$ cat src/rtl/f32_mult_sched.sv
// f32_mult_sched: operand-pair FIFO feeding a single external FP32 multiplier.
// Pairs are queued, issued one at a time with a one-cycle mul_start pulse, and the
// product plus sticky overflow/underflow flags are held on the output until taken.
// Optional watchdog: define F32_MULT_SCHED_TIMEOUT_EN to abort a multiply that does
// not finish within TIMEOUT cycles (result 32'h7FC00000, flags 3'b100).
//
// Handshake rule (both in_* and out_* sides): a transfer happens on the rising edge
// where valid and ready are both 1; the sender holds its payload stable while valid
// is high and ready is low, and ready never depends combinationally on valid.
module f32_mult_sched #(
  parameter int DEPTH   = 4,
  parameter int TIMEOUT = 15
) (
  input  logic        clk,
  input  logic        rst,
  input  logic        in_valid,
  output logic        in_ready,
  input  logic [31:0] in_a,
  input  logic [31:0] in_b,
  output logic        mul_start,
  output logic [31:0] mul_a,
  output logic [31:0] mul_b,
  input  logic        mul_done,
  input  logic [31:0] mul_p,
  input  logic        mul_ovf,
  input  logic        mul_unf,
  output logic        out_valid,
  input  logic        out_ready,
  output logic [31:0] out_p,
  output logic [2:0]  out_flags,
  output logic [1:0]  dbg_state
);

  localparam int AW = $clog2(DEPTH);
  localparam int CW = AW + 1;

  // Reject configurations the pointer/count arithmetic cannot support.
  if (DEPTH < 2 || (1 << AW) != DEPTH || TIMEOUT < 1) begin : g_bad_cfg
    $error("f32_mult_sched: DEPTH must be a power of two >= 2 and TIMEOUT >= 1");
  end

  typedef enum logic [1:0] {S_IDLE, S_ISSUE, S_WAIT, S_HOLD} state_t;

  state_t          state_q, state_d;
  logic [63:0]     fifo_mem [DEPTH];
  logic [AW-1:0]   wr_ptr_q, rd_ptr_q;
  logic [CW-1:0]   count_q;
  logic            sticky_ovf_q, sticky_unf_q;
  logic            push, pop;
  logic            wdog_expired;

  assign in_ready  = (count_q < CW'(DEPTH));
  assign push      = in_valid && in_ready;
  assign pop       = (state_q == S_IDLE) && (count_q != '0);
  assign mul_start = (state_q == S_ISSUE);
  assign out_valid = (state_q == S_HOLD);
  assign dbg_state = state_q;

`ifdef F32_MULT_SCHED_TIMEOUT_EN
  localparam int WW = (TIMEOUT < 2) ? 1 : $clog2(TIMEOUT);
  logic [WW-1:0] wdog_q;

  assign wdog_expired = (state_q == S_WAIT) && (wdog_q == WW'(TIMEOUT - 1));

  // Watchdog: cleared when a multiply is issued, counts every cycle spent waiting.
  always_ff @(posedge clk or posedge rst) begin
    if (rst) begin
      wdog_q <= '0;
    end else if (state_q == S_ISSUE) begin
      wdog_q <= '0;
    end else if (state_q == S_WAIT) begin
      wdog_q <= wdog_q + WW'(1);
    end
  end
`else
  assign wdog_expired = 1'b0;
`endif

  // FIFO storage: payload only, no reset needed since count gates every read.
  always_ff @(posedge clk) begin
    if (push) begin
      fifo_mem[wr_ptr_q] <= {in_a, in_b};
    end
  end

  // FIFO pointers and occupancy; push and pop together leave count unchanged.
  always_ff @(posedge clk or posedge rst) begin
    if (rst) begin
      wr_ptr_q <= '0;
      rd_ptr_q <= '0;
      count_q  <= '0;
    end else begin
      if (push) wr_ptr_q <= wr_ptr_q + AW'(1);
      if (pop)  rd_ptr_q <= rd_ptr_q + AW'(1);
      case ({push, pop})
        2'b10:   count_q <= count_q + CW'(1);
        2'b01:   count_q <= count_q - CW'(1);
        default: count_q <= count_q;
      endcase
    end
  end

  // State register.
  always_ff @(posedge clk or posedge rst) begin
    if (rst) state_q <= S_IDLE;
    else     state_q <= state_d;
  end

  // Next-state logic: one multiply in flight, done only honoured while waiting.
  always_comb begin
    state_d = state_q;
    case (state_q)
      S_IDLE:  if (pop) state_d = S_ISSUE;
      S_ISSUE: state_d = S_WAIT;
      S_WAIT:  if (mul_done || wdog_expired) state_d = S_HOLD;
      S_HOLD:  if (out_ready) state_d = S_IDLE;
      default: state_d = S_IDLE;
    endcase
  end

  // Operand, sticky-flag and result registers.
  always_ff @(posedge clk or posedge rst) begin
    if (rst) begin
      mul_a        <= '0;
      mul_b        <= '0;
      sticky_ovf_q <= 1'b0;
      sticky_unf_q <= 1'b0;
      out_p        <= '0;
      out_flags    <= '0;
    end else begin
      if (pop) begin
        {mul_a, mul_b} <= fifo_mem[rd_ptr_q];
      end
      case (state_q)
        S_ISSUE: begin
          sticky_ovf_q <= 1'b0;
          sticky_unf_q <= 1'b0;
        end
        S_WAIT: begin
          // Flags may pulse before done, so accumulate them across the wait.
          sticky_ovf_q <= sticky_ovf_q | mul_ovf;
          sticky_unf_q <= sticky_unf_q | mul_unf;
          if (mul_done) begin
            out_p     <= mul_p;
            out_flags <= {1'b0, sticky_ovf_q | mul_ovf, sticky_unf_q | mul_unf};
          end else if (wdog_expired) begin
            out_p     <= 32'h7FC0_0000;
            out_flags <= 3'b100;
          end
        end
        default: ;
      endcase
    end
  end

endmodule

$ cat config.mk
export PLATFORM = sky130hd
export DESIGN_NAME = f32_mult_sched
export DESIGN_NICKNAME = d
export VERILOG_FILES = /design/src/rtl/f32_mult_sched.sv
export SDC_FILE = /design/constraint.sdc
export NUM_CORES = 1
export LEC_CHECK = 0
export ABC_AREA = 1
export ABC_CLOCK_PERIOD_IN_PS = 9730
export CAP_MARGIN = 40
export CORE_MARGIN = 2
export CORE_UTILIZATION = 32
export DETAILED_ROUTE_END_ITERATION = 16
export DONT_BUFFER_PORTS = 1
export GPL_TIMING_DRIVEN = 0
export SYNTH_ARGS = -nofsm -noshare
export SYNTH_HDL_FRONTEND = slang
export SYNTH_SLANG_ARGS = --single-unit
export TNS_END_PERCENT = 10
$ cat constraint.sdc
create_clock -name clk -period 9.73 [get_ports clk]
set_input_delay 1.946 -clock clk [delete_from_list [all_inputs] [get_ports clk]]
set_output_delay 1.946 -clock clk [all_outputs]
set_load 0.1 [all_outputs]
; ---- After elaboration in Yosys (flattened, before gate mapping)
; Memory sizes are Yosys's and may differ from the RTL's. A register that Yosys moved wholly into a read port is not among the register bits.
; Index checks and enable logic that the tools add are counted.
[op_classes]
add_sub_neg = 4
multipliers = 0
n_div = 0
n_lt_le_gt_ge = 1
eq_ne = 8
shifts = 0
mux = 9
bitwise_logic = 2
reduce_logical = 8
[op_table]
columns = op, count
row1 = 2-bit case mux with 4 select lines, 1
row2 = "2-bit equality test, second input constant", 3
row3 = 2-bit two-way mux, 3
row4 = 3-bit case mux with 2 select lines, 1
row5 = "2-bit by 1-bit adder with 2-bit output, second input constant", 2
row6 = "2-bit by 1-bit equality test with 1-bit output, second input constant", 2
row7 = "2-bit != test, second input constant", 2
row8 = 1-bit case mux with 2 select lines, 2
row9 = 2-bit nonzero test, 2
row10 = "3-bit by 1-bit adder with 3-bit output, second input constant", 1
row11 = "3-bit < comparator, second input constant", 1
row12 = 3-bit AND reduction, 1
row13 = 3-bit nonzero test, 1
row14 = "3-bit by 1-bit subtractor with 3-bit output, second input constant", 1
row15 = 1-bit logical AND, 2
row16 = 2-bit logical NOT, 1
row17 = 1-bit two-way mux, 2
row18 = "2-bit by 1-bit != test with 1-bit output, second input constant", 1
row19 = 1-bit bitwise OR, 2
row20 = 2-bit AND reduction, 1
[totals]
ff_bits = 45
latchBits = 0
ramBits = 256
romBits = 0
in_bits = 103
out_inout_bits = 104
memories = 1
[mem_list]
columns = name, words, width, read_ports, rd_ports_with_merged_regs, write_ports, line
row1 = fifo_mem, 4, 64, 1, 1, 1, 45  ; logic [63:0] fifo_mem [DEPTH];

; ---- Depth between registers and ports, before layout
; Gate-level depths: netlist of run 1.
[depth]
word_depth = 4
ltp_mapped = 12

; ---- Worst setup path after synthesis of run 1
; No wires, ideal clock.
[synth_path]
kind = input -> register
startpoint = input port in_valid
endpoint = memory fifo_mem[0][0], enable pin
arrival_time_ns = 4.868
required_time_ns = 9.243
slack_ns = 4.375
stages = 2
n_path_buf = 0
cell_sequence = nand2_1 > nor2_1
[synth_between]
elab_chain_len = 3
[synth_lines]
columns = element, line
row1 = "start, declared", 16  ; input logic in_valid,
row2 = 1-bit logical AND, 53  ; assign push = in_valid && in_ready;
row3 = 1-bit two-way mux, 81  ; if (push) begin
row4 = 1-bit two-way mux (not written as such), 82  ; fifo_mem[wr_ptr_q] <= {in_a, in_b};
row5 = "end, declared", 45
; Every way passes these cells.

; ---- Worst setup path in the final report of run 1
[layout_path]
startpoint = register state_q[1] (netlist: dbg_state[1])
endpoint = output port mul_start
[layout_between]
elab_chain_len = 1
[layout_lines]
columns = element, line
row1 = "start, declared", 44  ; state_t state_q, state_d;
row2 = "start signal, assigned", 106  ; else state_q <= state_d;
row3 = 2-bit by 1-bit equality test with 1-bit output, 55  ; assign mul_start = (state_q == S_ISSUE);
row4 = "end, declared", 20  ; output logic mul_start,
; Every way passes these cells.

==> results.sh, run 1 <==
export IMPL_num_antenna_cells=0
export IMPL_cts_hold_buf=0
export IMPL_drc=0
export IMPL_finalSetupTns_ps=0
export IMPL_max_freq_mhz=278
export IMPL_yosys_top_cells_area="edfxtp_1, dfrtp_1, nand2_1"
export IMPL_die_width_um=221
export IMPL_place_ws_ps=6000
export IMPL_htreeDepth=2
export IMPL_critPathKind="flop to output pin"
export IMPL_path_clk_slew_ps=60
export IMPL_crit_path_end_kind="output pin"
export IMPL_cts_root_buf="clkbuf_16"
export IMPL_synth_mux_area_share_pct=0
export IMPL_grt_max_degree=62
export IMPL_cp_start_kind="flop"
export IMPL_ys_ff_latch=365
export IMPL_row_count=79
export IMPL_clkLatencyLatePin_ps=550
export IMPL_vias_per_cell=4.45
export IMPL_synth_top_family_by_area="simple AND/OR/NAND/NOR gates"
export IMPL_drt_total_wl_um=38800
export IMPL_grt_pass1_wl_um=60000
export IMPL_dieArea_sq_um=48800
export IMPL_worst_ep_arrival_time_ps=1650
export IMPL_cp_slowest_cell="dfrtp_1"
export IMPL_path_buf_inv=2
export IMPL_start_util_pct=32.4
export IMPL_cts_tree="yes"
export IMPL_synth_fa_ha_area_share_pct=0.964
export IMPL_setup_viol=0
export IMPL_synthesis_area_sq_um=15100
export IMPL_cts_resized=0
export IMPL_postCtsSetupBuffers=0
export IMPL_hold_violations=0
export IMPL_syn_nets=1614
export IMPL_yosysWarnings=0
export IMPL_clock_skew_final_ps=14.3
export IMPL_crit_chain="inv_1, ha_1, buf_16"
export IMPL_synthSimpleGateAreaFrac_pct=20.3
export IMPL_syn_avg_cell_area_sq_um=10.0
export IMPL_maxSlewHeadroom_pct=38.0
export IMPL_clk_path_buf_depth=3
export IMPL_numCtsBuffers=41
export IMPL_rsz0062_at_grt="false"
export IMPL_drive_gt1_share_pct=12.0
export IMPL_numPortBuffers=0
export IMPL_syn_inst=1500
export IMPL_antenna_left=0
export IMPL_synth_compound_area_share_pct=0.233
export IMPL_yosysTopAreaCell="edfxtp_1"
export IMPL_drtIter0Drc=653
export IMPL_max_cap_viol_count=0
export IMPL_setup_ws_ps=6130
export IMPL_status="complete, no violations"
export IMPL_synth_xor_area_share_pct=0.291
export IMPL_tightestPinTransition_ps=930
export IMPL_cp_startpoint="dbg_state[1]"
export IMPL_final_period_utilization_pct=37.0
export IMPL_firstDrtPassIters=4
export IMPL_cp_max_fo=5
export IMPL_worstReg2RegStart="count_q[2]"
export IMPL_grt_pass1_vias=10300
export IMPL_fp_dieH_um=221
export IMPL_slew_viol_final=0
export IMPL_core_area_sq_um=46500
export IMPL_routedWlPerCell_um=17.1
export IMPL_overflow=0
export IMPL_hp_start="count_q[0]"
export IMPL_period_needed_ps=3600
export IMPL_gp_congestion=0.779
export IMPL_ios=207
export IMPL_dr_total_vias=10100
export IMPL_antenna_found_initial=0
export IMPL_cts_sinks=365
export IMPL_hold_path_class="flop to flop"
export IMPL_num_fill_cells=4322
export IMPL_grt_usage_pct=15.9
export IMPL_required_ps=7780
export IMPL_slowest_delay_ps=510
export IMPL_place_hpwl_um=26200
export IMPL_cp_top_family="flip-flops"
export IMPL_ys_types=22
export IMPL_netlist_area_leader_share_pct=51.0
export IMPL_finalNetCount=1741
export IMPL_ys_seq_area_share_pct=69.2
export IMPL_area_growth_pct=29.2
## per-layer routing
layer | wire [um] | up-vias | track usage, %
met5 | 0 | - | 0
met4 | 722 | 0 | 4.83
met3 | 2970 | 49 | 4.91
met2 | 19100 | 272 | 27.6
met1 | 16000 | 4878 | 19.0
li1 | - | 4878 | -
## cell type report
type | count | area (sq um) | share of cell area [%]
Tap cell | 607 | 759 | 3.90
Multi-Input combinational cell | 794 | 3320 | 17.1
Clock buffer | 64 | 1210 | 6.24
Timing Repair Buffer | 84 | 2260 | 11.6
Buffer | 62 | 308 | 1.58
Sequential cell | 365 | 10400 | 53.5
Clock inverter | 12 | 123 | 0.630
Inverter | 279 | 1050 | 5.41
## cell usage after synthesis, drive strengths merged
cell,number
nor2,8
nand2,629
buf,49
o21ai,4
fa,1
nand3,132
edfxtp,256
clkbuf,13
or2,1
ha,10
inv,279
conb,1
a21oi,3
dfrtp,109
xor2,3
xnor2,2
## cells by family after synthesis
| kind of cell | Yosys count |
|---|---|
| AND/OR/NAND/NOR | 770 |
| flip-flops | 365 |
| buffers and inverters | 341 |
| adder cells (fa/ha/maj) | 11 |
| AO/OA/AOI/OAI | 7 |
| XOR/XNOR | 5 |
| other | 1 |
## cells in the final DEF, fill, tap and decap left out, drive strengths merged
master and instances:
nand2 629, inv 281, edfxtp 256, buf 133
nand3 132, dfrtp 109, clkbuf 77, ha 10
nor2 8, clkinv 7, o21ai 4, xor2 3
a21oi 3, xnor2 2, bufinv 2, or2 1
fa 1, conb 1, clkinvlp 1
## worst paths after layout
kind,slack (ps),cells past startpoint,endpoint
setup / recovery,6130,3,mul_start
hold / removal,470,1,count_q[0]
setup reg to reg,7170,6,fifo_mem[0][10]
hold reg to reg,470,1,count_q[0]
max in group asynchronous,7700,2,mul_b[10]
min in group asynchronous,1300,1,out_p[3]
## sequential cells by signal, summed over array words and instances (netlist names)
name          flops
count_q           3
dbg_state         2
fifo_mem        256
mul_a            32
mul_b            32
out_flags         2
out_p            32
rd_ptr_q          2
sticky_ovf_q      1
sticky_unf_q      1
wr_ptr_q          2
## through the flow
step / area (sq um) / hold slack, ps / cells / util [%]
finish: 19500 / 468 / 2267 / 41.9
floorplan: 15100 / 446 / 1500 / -
CTS: 19100 / 475 / 2254 / 41.1
global route: 19500 / 521 / 2267 / 41.9
global placement: 15800 / 463 / 2107 / 34.1
detailed placement: 17800 / 463 / 2178 / 38.2
Power of run 1 is left out: the tool's default activity adds up to more than one toggle a clock period on the data nets, which glitch-free logic cannot reach.
==> inputs of run 2 (changes only) <==
--- a/config.mk
+++ b/config.mk
@@ -6,7 +6,7 @@
 export NUM_CORES = 1
 export LEC_CHECK = 0
 export ABC_AREA = 1
-export ABC_CLOCK_PERIOD_IN_PS = 9730
+export ABC_CLOCK_PERIOD_IN_PS = 2880
 export CAP_MARGIN = 40
 export CORE_MARGIN = 2
 export CORE_UTILIZATION = 32
==> constraint.sdc (replaced) <==
create_clock -name clk -period 2.88 [get_ports clk]
set_input_delay 0.576 -clock clk [delete_from_list [all_inputs] [get_ports clk]]
set_output_delay 0.576 -clock clk [all_outputs]
set_load 0.1 [all_outputs]
==> results.sh, run 2 (synthesis results as in run 1) <==
export IMPL_status="complete, no violations"
export IMPL_crit_chain="clkinvlp_4, nand2_1, nor2_4, buf_12, buf_16"
export IMPL_crit_path_end_kind="flop"
export IMPL_clkLatencyLatePin_ps=560
export IMPL_final_period_utilization_pct=94.3
export IMPL_finalSetupTns_ps=0
export IMPL_ios=207
export IMPL_tightestPinTransition_ps=908
export IMPL_final_cell_mix="nand2_1, inv_1, edfxtp_1"
export IMPL_antenna_left=0
export IMPL_drtIter0Drc=582
export IMPL_slowest_delay_ps=670
export IMPL_placed_area_sq_um=17700
export IMPL_clk_path_buf_depth=3
export IMPL_gp_congestion=0.717
export IMPL_htreeDepth=2
export IMPL_path_clk_slew_ps=60
export IMPL_drc=0
export IMPL_die_width_um=221
export IMPL_drive_gt1_share_pct=11.9
export IMPL_path_buf_inv=3
export IMPL_row_count=79
export IMPL_place_hpwl_um=26100
export IMPL_grt_max_degree=36
export IMPL_clock_skew_final_ps=18.2
export IMPL_vias_per_cell=4.40
export IMPL_postCtsSetupBuffers=0
export IMPL_fp_dieH_um=221
export IMPL_grt_usage_pct=15.8
export IMPL_slew_viol_final=0
export IMPL_dpl_cell_count=2175
export IMPL_place_ws_ps=79.1
export IMPL_required_ps=3130
export IMPL_hold_violations=0
export IMPL_firstDrtPassIters=5
export IMPL_num_antenna_cells=0
export IMPL_dieArea_sq_um=48800
export IMPL_final_area_sq_um=19300
export IMPL_core_area_sq_um=46500
export IMPL_maxSlewHeadroom_pct=39.4
export IMPL_antenna_found_initial=0
export IMPL_cts_tree="yes"
export IMPL_max_freq_mhz=368
export IMPL_regArea_sq_um=10400
export IMPL_largest_register="fifo_mem"
export IMPL_overflow=0
export IMPL_largest_reg_flops=256
export IMPL_area_growth_pct=28.4
export IMPL_finalNonFillerCells=2265
export IMPL_grt_pass1_wl_um=59100
export IMPL_finalNetCount=1738
export IMPL_num_fill_cells=4217
export IMPL_cts_root_buf="clkbuf_16"
export IMPL_cp_start_kind="flop"
export IMPL_cts_hold_buf=1
export IMPL_critPathKind="flop to flop"
export IMPL_start_util_pct=32.4
export IMPL_worst_ep_arrival_time_ps=2970
export IMPL_cp_top_family="simple AND/OR/NAND/NOR gates"
export IMPL_final_common_cell="nand2_1"
export IMPL_numPortBuffers=0
export IMPL_period_needed_ps=2720
export IMPL_cts_resized=0
export IMPL_multiInputGateArea_sq_um=3320
export IMPL_rsz0062_at_grt="false"
export IMPL_routedWlPerCell_um=16.9
export IMPL_drt_total_wl_um=38400
export IMPL_max_cap_viol_count=0
export IMPL_dr_total_vias=9961
export IMPL_cp_max_fo=19
export IMPL_setup_viol=0
export IMPL_cts_sinks=365
export IMPL_numCtsBuffers=43
export IMPL_grt_pass1_vias=10100
export IMPL_cp_slowest_cell="nor2_4"
export IMPL_hold_path_class="primary input to flop"
export IMPL_setup_ws_ps=163
[run 2: cell types whose count changed in the layout (fill, tap and decap cells not counted), sizes merged]
| cell | change |
|---|---|
| dlygate4sd3 | +1 |
| buf | -6 |
| clkinvlp | +1 |
| clkinv | +7 |
| clkbuf | -3 |
| inv | -3 |
| bufinv | +1 |
[run 2: metal layers]
metal,up-vias,GRT usage [%],wire length (um)
met5,-,0,0
met1,4782,19.5,16300
met2,264,26.9,18900
li1,4870,-,-
met3,45,4.13,2370
met4,0,5.11,816
[run 2: final cells by class]
class	count	area share, %
Timing Repair Buffer	79	10.8
Multi-Input combinational cell	794	17.2
Inverter	279	5.46
Buffer	62	1.59
Clock buffer	61	6.29
Sequential cell	365	53.9
Clock inverter	18	0.900
Tap cell	607	3.93
[run 2: worst reg2reg max path: cells and delay by family, from the launching register on]
kind	cells	cell delay, ps
AND/OR/NAND/NOR	2	1120
buffers and inverters	3	860
flip-flops	1	410
[run 2: worst paths after layout]
check                      slack (ps)  depth (start not counted)               to        from
min in group asynchronous         590                          2        mul_b[17]         rst
min                               110                          0  fifo_mem[1][56]    in_a[24]
max                               160                          5   fifo_mem[1][9]  count_q[2]
max in group asynchronous        1490                          4        mul_a[11]         rst
max reg2reg                       160                          5   fifo_mem[1][9]  count_q[2]
min reg2reg                       480                          1       count_q[0]  count_q[0]
[run 2: through the flow]
step | utilization, % | hold WS [ps]
CTS | 41.0 | 59.9
floorplan | - | 446
global route | 41.6 | 73.5
global placement | 34.1 | 463
finish | 41.6 | 105
detailed placement | 38.0 | 479
Power of run 2 is left out for the same reason.
==> inputs of run 3 (changes only) <==
--- a/config.mk
+++ b/config.mk
@@ -13,6 +13,7 @@
 export DETAILED_ROUTE_END_ITERATION = 16
 export DONT_BUFFER_PORTS = 1
 export GPL_TIMING_DRIVEN = 0
+export REMOVE_ABC_BUFFERS = 1
 export SYNTH_ARGS = -nofsm -noshare
 export SYNTH_HDL_FRONTEND = slang
 export SYNTH_SLANG_ARGS = --single-unit
==> results.sh, run 3 (synthesis results as in run 1) <==
export IMPL_status="complete, no violations"
export IMPL_dr_total_vias=9680
export IMPL_finalNetCount=1676
export IMPL_area_growth_pct=25.8
export IMPL_start_util_pct=32.4
export IMPL_grt_pass1_wl_um=55000
export IMPL_tightestPinTransition_ps=909
export IMPL_clock_skew_final_ps=13.6
export IMPL_num_fill_cells=4342
export IMPL_place_ws_ps=178
export IMPL_largest_reg_flops=256
export IMPL_drc=0
export IMPL_required_ps=3290
export IMPL_grt_max_degree=75
export IMPL_hp_start="in_b[26]"
export IMPL_r2r_slack_ps=190
export IMPL_ff2ff_path_depth=10
export IMPL_fp_dieH_um=221
export IMPL_firstDrtPassIters=5
export IMPL_numCtsBuffers=41
export IMPL_max_cap_viol_count=0
export IMPL_finalSetupTns_ps=0
export IMPL_max_freq_mhz=372
export IMPL_die_width_um=221
export IMPL_cts_hold_buf=1
export IMPL_drtIter0Drc=508
export IMPL_period_needed_ps=2690
export IMPL_gp_congestion=0.766
export IMPL_drt_total_wl_um=35400
export IMPL_numPortBuffers=0
export IMPL_hold_path_class="primary input to flop"
export IMPL_slew_viol_final=0
export IMPL_hold_end="fifo_mem[3][26]"
export IMPL_rsz0062_at_grt="false"
export IMPL_htreeDepth=2
export IMPL_cts_tree="yes"
export IMPL_worst_ep_arrival_time_ps=3100
export IMPL_cp_start_kind="flop"
export IMPL_worstReg2RegStart="dbg_state[0]"
export IMPL_cp_max_fo=27
export IMPL_ios=207
export IMPL_largest_register="fifo_mem"
export IMPL_critPathKind="flop to flop"
export IMPL_min_path_cells=0
export IMPL_cts_sinks=365
export IMPL_path_clk_slew_ps=60
export IMPL_crit_path_end_kind="flop"
export IMPL_maxSlewHeadroom_pct=39.4
export IMPL_grt_usage_pct=14.5
export IMPL_row_count=79
export IMPL_num_antenna_cells=0
export IMPL_antenna_found_initial=0
export IMPL_hold_violations=0
export IMPL_drive_gt1_share_pct=9.54
export IMPL_final_common_cell="nand2_1"
export IMPL_clk_path_buf_depth=3
export IMPL_setup_ws_ps=192
export IMPL_cts_resized=0
export IMPL_vias_per_cell=4.40
export IMPL_core_area_sq_um=46500
export IMPL_final_period_utilization_pct=93.3
export IMPL_grt_pass1_vias=9592
export IMPL_clkLatencyLatePin_ps=550
export IMPL_setup_viol=0
export IMPL_regArea_sq_um=10400
export IMPL_multiInputGateArea_sq_um=3330
export IMPL_final_cell_mix="nand2_1, inv_1, edfxtp_1"
export IMPL_routedWlPerCell_um=16.1
export IMPL_cts_root_buf="clkbuf_16"
export IMPL_r2r_end="count_q[2]"
export IMPL_postCtsSetupBuffers=0
export IMPL_overflow=0
export IMPL_place_hpwl_um=21500
export IMPL_dieArea_sq_um=48800
export IMPL_antenna_left=0
-- run 3: cell count changes in the layout (fill, tap and decap cells not counted), sizes merged --
cell    previous run  this run
bufinv             3         2
inv              278       282
clkinv            14        11
clkbuf            74        57
buf              127        80
-- run 3: metal layers --
metal,part of all wire [%],up-vias,wire length (um),global-route usage [%]
met4,2.5,0,889,5.33
met1,43,4597,15300,18.3
met2,48,273,16900,23.9
met5,0,-,0,0
li1,-,4751,-,-
met3,6.4,59,2250,3.89
-- run 3: worst max-delay path: stages (launching register included) --
cell     delay, ps
dfrtp_1        480
inv_1          150
ha_1           240
nand2_4        230
inv_4          390
ha_1           250
inv_1           70
fa_1           400
nand2_1         80
nand3_1         80
xor2_1         150
-- run 3: worst max-delay path by stage --
stage | from | end | slack (ps)
6_report | dbg_state[0] | count_q[2] | 190
5_1_grt | dbg_state[0] | count_q[2] | 10
4_1_cts | dbg_state[0] | count_q[2] | 170
3_5_place_dp | dbg_state[0] | count_q[2] | 180
3_3_place_gp | rd_ptr_q[0] | mul_b[12] | -5310
2_1_floorplan | count_q[2] | fifo_mem[0][0] | -1730
-- run 3: final cells by class --
class                      instances  area share (%)
clock buffer                      57            5.89
tap                              607            4.01
sequential                       365            55.0
multi-input combinational        794            17.6
timing repair buffer              81            11.1
inverter                         279            5.61
clock inverter                    18           0.845
-- run 3: metrics by stage --
stage,hold slack (ps),utilization [%],std cells,area (sq um)
6_report,121,40.8,2201,18900
5_1_grt,79.8,40.8,2201,18900
4_1_cts,66.6,40.4,2195,18800
3_5_place_dp,466,37.7,2119,17500
3_3_place_gp,461,33.4,2045,15500
2_1_floorplan,446,-,1438,14800
Power of run 3 is left out for the same reason.
